$ cat src/rtl/counter_ctrl_pkg.sv
// Shared types and helpers for the front-panel counter step sequencer.
// Holds the FSM state and direction enums plus the repeat timer width helper.
package counter_ctrl_pkg;

    typedef enum logic [1:0] {
        IDLE   = 2'd0,
        DELAY  = 2'd1,
        REPEAT = 2'd2
    } state_t;

    typedef enum logic [1:0] {
        NONE = 2'd0,
        UP   = 2'd1,
        DOWN = 2'd2
    } dir_t;

    // Timer only ever holds reload values (cycles - 1), so clog2 of the larger count is enough.
    function automatic int timer_w(input int delay_cyc, input int rate_cyc);
        int max_cyc;
        max_cyc = (delay_cyc > rate_cyc) ? delay_cyc : rate_cyc;
        return (max_cyc < 2) ? 1 : $clog2(max_cyc);
    endfunction

    // Pressing both buttons at once is treated the same as pressing neither.
    function automatic dir_t decode_dir(input logic up_btn, input logic down_btn);
        dir_t dir;
        if (up_btn && !down_btn) begin
            dir = UP;
        end else if (down_btn && !up_btn) begin
            dir = DOWN;
        end else begin
            dir = NONE;
        end
        return dir;
    endfunction

endpackage

$ cat src/rtl/repeat_timer.sv
// Down-counter for the hold-delay and auto-repeat intervals.
// Load has priority over decrement; the count parks at zero.
module repeat_timer #(
    parameter int W = 8
) (
    input  logic         clk,
    input  logic         reset_n,
    input  logic         load,
    input  logic [W-1:0] load_val,
    input  logic         dec,
    output logic         zero
);

    logic [W-1:0] count;

    always_ff @(posedge clk) begin
        if (!reset_n) begin
            count <= '0;
        end else if (load) begin
            count <= load_val;
        end else if (dec && (count != '0)) begin
            count <= count - 1'b1;
        end
    end

    assign zero = (count == '0);

endmodule

$ cat src/rtl/counter_step_sequencer.sv
// Turns level button inputs into step/load strobes for the up/down/load counter.
// Optional build macro SATURATE_EN stops steps at the counter's end values.
//
// state  | meaning
// IDLE   | no button run active; a new press steps immediately
// DELAY  | first step issued, waiting for the hold delay to expire
// REPEAT | auto-repeating at the repeat rate while the button is held
module counter_step_sequencer
    import counter_ctrl_pkg::*;
#(
    parameter int BITS      = 8,
    parameter int DELAY_CYC = 50_000_000,
    parameter int RATE_CYC  = 10_000_000
) (
    input  logic            clk,
    input  logic            reset_n,
    input  logic            up_btn,
    input  logic            down_btn,
    input  logic            load_req,
    input  logic [BITS-1:0] load_val,
    input  logic [BITS-1:0] q,
    output logic            cnt_enable,
    output logic            cnt_up,
    output logic            cnt_load,
    output logic [BITS-1:0] cnt_d,
    output logic            repeating
);

    localparam int TIMER_W = timer_w(DELAY_CYC, RATE_CYC);
    localparam logic [TIMER_W-1:0] DELAY_RELOAD = TIMER_W'(DELAY_CYC - 1);
    localparam logic [TIMER_W-1:0] RATE_RELOAD  = TIMER_W'(RATE_CYC - 1);

    localparam logic [1:0] S_IDLE   = IDLE;
    localparam logic [1:0] S_DELAY  = DELAY;
    localparam logic [1:0] S_REPEAT = REPEAT;

    logic [1:0]         state;
    logic [1:0]         state_next;
    dir_t               run_dir;
    dir_t               run_dir_next;
    dir_t               req_dir;
    logic               load_prev;
    logic               load_rise;
    logic               step;
    logic               step_up;
    logic               step_ok;
    logic               sat_block;
    logic               tmr_load;
    logic               tmr_dec;
    logic               tmr_zero;
    logic [TIMER_W-1:0] tmr_load_val;

    assign req_dir   = decode_dir(up_btn, down_btn);
    assign load_rise = load_req & ~load_prev;

    always_comb begin
        state_next   = state;
        run_dir_next = run_dir;
        step         = 1'b0;
        step_up      = cnt_up;
        tmr_load     = 1'b0;
        tmr_load_val = DELAY_RELOAD;
        tmr_dec      = 1'b0;

        case (state)
            S_IDLE: begin
                if (req_dir != NONE) begin
                    step         = 1'b1;
                    step_up      = (req_dir == UP);
                    tmr_load     = 1'b1;
                    tmr_load_val = DELAY_RELOAD;
                    run_dir_next = req_dir;
                    state_next   = S_DELAY;
                end
            end
            S_DELAY, S_REPEAT: begin
                // Release or a direction change ends the run; the new direction starts from IDLE.
                if (req_dir != run_dir) begin
                    state_next = S_IDLE;
                end else if (tmr_zero) begin
                    step         = 1'b1;
                    step_up      = (run_dir == UP);
                    tmr_load     = 1'b1;
                    tmr_load_val = RATE_RELOAD;
                    state_next   = S_REPEAT;
                end else begin
                    tmr_dec = 1'b1;
                end
            end
            default: begin
                state_next = S_IDLE;
            end
        endcase

        // A load pre-empts whatever the run was about to do.
        if (load_rise) begin
            state_next = S_IDLE;
            step       = 1'b0;
            tmr_load   = 1'b0;
            tmr_dec    = 1'b0;
        end
    end

`ifdef SATURATE_EN
    // Timer and FSM keep running; only the strobe is held back at the end values.
    assign sat_block = step_up ? (&q) : (q == '0);
`else
    logic unused_q;
    assign sat_block = 1'b0;
    assign unused_q  = ^q;
`endif

    assign step_ok = step & ~sat_block;

    repeat_timer #(
        .W (TIMER_W)
    ) u_repeat_timer (
        .clk      (clk),
        .reset_n  (reset_n),
        .load     (tmr_load),
        .load_val (tmr_load_val),
        .dec      (tmr_dec),
        .zero     (tmr_zero)
    );

    always_ff @(posedge clk) begin
        if (!reset_n) begin
            state      <= S_IDLE;
            run_dir    <= NONE;
            load_prev  <= 1'b0;
            cnt_enable <= 1'b0;
            cnt_load   <= 1'b0;
            cnt_up     <= 1'b1;
            cnt_d      <= '0;
            repeating  <= 1'b0;
        end else begin
            state      <= state_next;
            run_dir    <= run_dir_next;
            load_prev  <= load_req;
            cnt_enable <= load_rise | step_ok;
            cnt_load   <= load_rise;
            if (load_rise) begin
                cnt_d <= load_val;
            end
            if (step_ok) begin
                cnt_up <= step_up;
            end
            repeating  <= (state_next == S_REPEAT);
        end
    end

endmodule

$ cat config.mk
export PLATFORM = sky130hd
export DESIGN_NAME = counter_step_sequencer
export DESIGN_NICKNAME = d
export VERILOG_FILES = /design/src/rtl/counter_ctrl_pkg.sv /design/src/rtl/repeat_timer.sv /design/src/rtl/counter_step_sequencer.sv
export SDC_FILE = /design/constraint.sdc
export NUM_CORES = 1
export LEC_CHECK = 0
export ABC_AREA = 1
export CORE_MARGIN = 3
export CORE_UTILIZATION = 56
export CTS_CLUSTER_DIAMETER = 60
export DETAILED_ROUTE_END_ITERATION = 7
export PLACE_DENSITY = 0.8
export SLEW_MARGIN = 10
export SYNTH_ARGS = -nofsm -noshare
export SYNTH_HDL_FRONTEND = slang
export SYNTH_HIERARCHICAL = 1
export SYNTH_SLANG_ARGS = --single-unit
$ cat constraint.sdc
create_clock -name clk -period 3.2 [get_ports clk]
set_input_delay 0.8 -clock clk [delete_from_list [all_inputs] [get_ports clk]]
set_output_delay 0.8 -clock clk [all_outputs]
set_load 0.02 [all_outputs]
==> reports/metrics.yaml <==
status:
  status: "finished, final reports clean"
yosys:
  synth_cells: 467
  synth_top_flop_cell: "dfxtp_1"
  ys_top_cells_by_area: "dfxtp_1, nand2_1, nor2_1"
  yosysTopAreaCell: "dfxtp_1"
  ys_seq_area_frac: 0.302
  syn_area_um2: 2850
  yosysMostFrequentCell: "nand2_1"
  yosys-top-cells-count: "nand2_1, nor2_1, inv_1"
  ys_warn_count: 6
  synth_top_cell_area_share: 0.302
  avgSynthCellArea_um2: 6.11
  synthArstFlopShare: 0
  synth-seq-cells: 43
  synthDistinctLibCells: 38
  synth_edf_count: 0
setup_path:
  critical_path_required_ns: 3.43
  cpMaxStageDelayCell: "clkdlybuf4s50_1"
  ff2ff_setup_slack_ns: 0.45
  crit_path_max_fanout: 8
  crit_chain: "clkdlybuf4s50_1 -> inv_1 -> ha_1 -> nor2_2 -> inv_1 -> a21oi_4 -> clkinv_1 -> nand3_1 -> inv_1 -> nand2_1 -> nand2_1 -> a21oi_1"
  cpPeakStageDelay_ns: 0.48
  cp-start-kind: "primary input"
  cp-end-kind: "register"
  crit_arrival_ns: 3.09
  crit_type: "in -> reg"
  cpMostUsedCell: "inv_1"
global_routing:
  overflow: 0
  globalRouteTotalUtil: 0.235
  grt_pass1_vias: 2797
  antenna_found_initial: 0
  grt_max_degree: 30
  grt_pass1_wl_um: 11700
layout:
  fillers: 438
  insertedDiodeCount: 0
  area_growth_pct: 16.9
  regArea_um2: 861
  nets: 538
  multiInputGateArea_um2: 1770
  drive_gt1_frac: 0.107
die:
  start_util: 0.592
  die_area_um2: 5990
  chipWidth_um: 77.4
  ios: 33
  die_h_um: 77.4
  fp.coreArea_um2: 4820
  rows: 25
power:
  power.density_nw_per_um2: 536
  peakVddDrop_mv: 0.279
  power_leakage_nw: 1.65
sta:
  fmax_mhz: 350
  period_needed_ns: 2.86
  report.final.slew_viol_count: 0
  fin_crit_sh: 0.893
  fin_ws_ns: 0.343
  tns_ns: 0
  setup_viol: 0
  finalHoldViolCount: 0
  finalClockSkew_ns: 0.00724
  rsz0062_at_grt: "no"
route:
  wire_per_inst_um: 11.2
  dr.pass1.iters: 5
  drt_iter0_drc: 153
  drc: 0
  vias: 2866
  drt-total-wl_um: 6480
  drt-vias-per-instance: 4.94
  ant_nets: 0
clock_tree:
  cts_setup_buffers: 0
  cts.sinks: 43
  clockBufferDepth: 2
  cts_buffers: 5
  h-tree-depth: 2
  cts_tree: "built"
  cts-root-buf: "clkbuf_8"
  cts_resized: 0
  cts.reportedPaths.clkPinSlew_ns: 0.08
  clock_latency_ns: 0.30
  hold_buffers: 0
placement:
  dp_slack_ns: 0.0470
  portBuffers: 24
  gp_congestion: 0.903
  dpl.hpwl_um: 4710
worst_hold_path:
  hold_path_class: "reg -> reg"
run:
  maxCapViolCount: 0
==> metrics by stage <==
step / power [mW] / cell area (um2) / utilization / cells / hold WS, ns
after floorplan: 1.25 / 2910 / - / 483 / 0.434
after global placement: 1.40 / 3240 / 0.672 / 572 / 0.445
after detailed placement: 1.42 / 3240 / 0.672 / 572 / 0.453
after CTS: 1.80 / 3340 / 0.693 / 580 / 0.477
after global routing: 1.95 / 3340 / 0.693 / 580 / 0.508
final: 1.79 / 3340 / 0.693 / 580 / 0.466
==> worst paths after layout <==
check | depth (start not counted) | end | from
worst min register to register | 1 | cnt_load | load_prev
worst max-delay path | 12 | u_repeat_timer/count[1] | up_btn
worst max register to register | 18 | u_repeat_timer/count[1] | u_repeat_timer/count[0]
worst min-delay path | 1 | cnt_load | load_prev
==> state kept, by name, indices dropped and copies added, names as in the netlist <==
signal and count:
cnt_d 8, cnt_enable 1, cnt_load 1, cnt_up 1
load_prev 1, repeating 1, run_dir 2, state 2
u_repeat_timer/count 26
==> area by class of cell <==
class,instances,area share
Clock buffer,6,0.0247
Clock inverter,2,0.00487
Inverter,56,0.0649
Multi-Input combinational cell,373,0.530
Sequential cell,43,0.258
Tap cell,67,0.0251
Timing Repair Buffer,33,0.0922
==> layout by cell type, fill, tap and decap left out, types with 3 or more instances in the layout <==
| cell | count |
|---|---|
| clkbuf_8 | 6 |
| a21oi_1 | 13 |
| nand2_2 | 6 |
| nor2_2 | 5 |
| buf_4 | 9 |
| clkdlybuf4s50_1 | 24 |
| inv_1 | 50 |
| nand3_1 | 37 |
| nor2_1 | 89 |
| nand4_1 | 5 |
| nand2_1 | 142 |
| conb_1 | 18 |
| xor2_1 | 3 |
| dfxtp_1 | 43 |
| o21ai_0 | 19 |
| inv_2 | 3 |
| a21oi_2 | 8 |
| ha_1 | 5 |
| nand2_4 | 3 |
==> report_power, final <==
part	switching [mW]	total (mW)	internal, mW
Clock	0.199	0.375	0.176
Sequential	0.0577	0.649	0.591
Combinational	0.494	0.766	0.273
==> metal layers <==
layer | up-vias | wire [um] | track usage
li1 | 1519 | - | -
met1 | 1265 | 2910 | 0.280
met2 | 77 | 3080 | 0.408
met3 | 5 | 442 | 0.0510
met4 | 0 | 47 | 0.0943
met5 | - | 0 | 0
==> logic make-up (layout without fill, tap and decap cells) <==
| group | Yosys count | count (layout) | synth area share |
|---|---|---|---|
| other cells | 2 | 18 | 0.00263 |
| xor+xnor | 5 | 5 | 0.0180 |
| flops | 43 | 43 | 0.302 |
| simple gates | 297 | 297 | 0.453 |
| buf+inv | 67 | 97 | 0.0995 |
| compound gates | 48 | 48 | 0.103 |
| fa+ha+maj | 5 | 5 | 0.0219 |
==> critical path: cells and delay by family <==
family | cells | cell delay (ns)
simple gates | 4 | 0.69
fa+ha+maj | 1 | 0.33
compound gates | 2 | 0.28
buf+inv | 5 | 0.99
(Power assumes the default switching activity.)
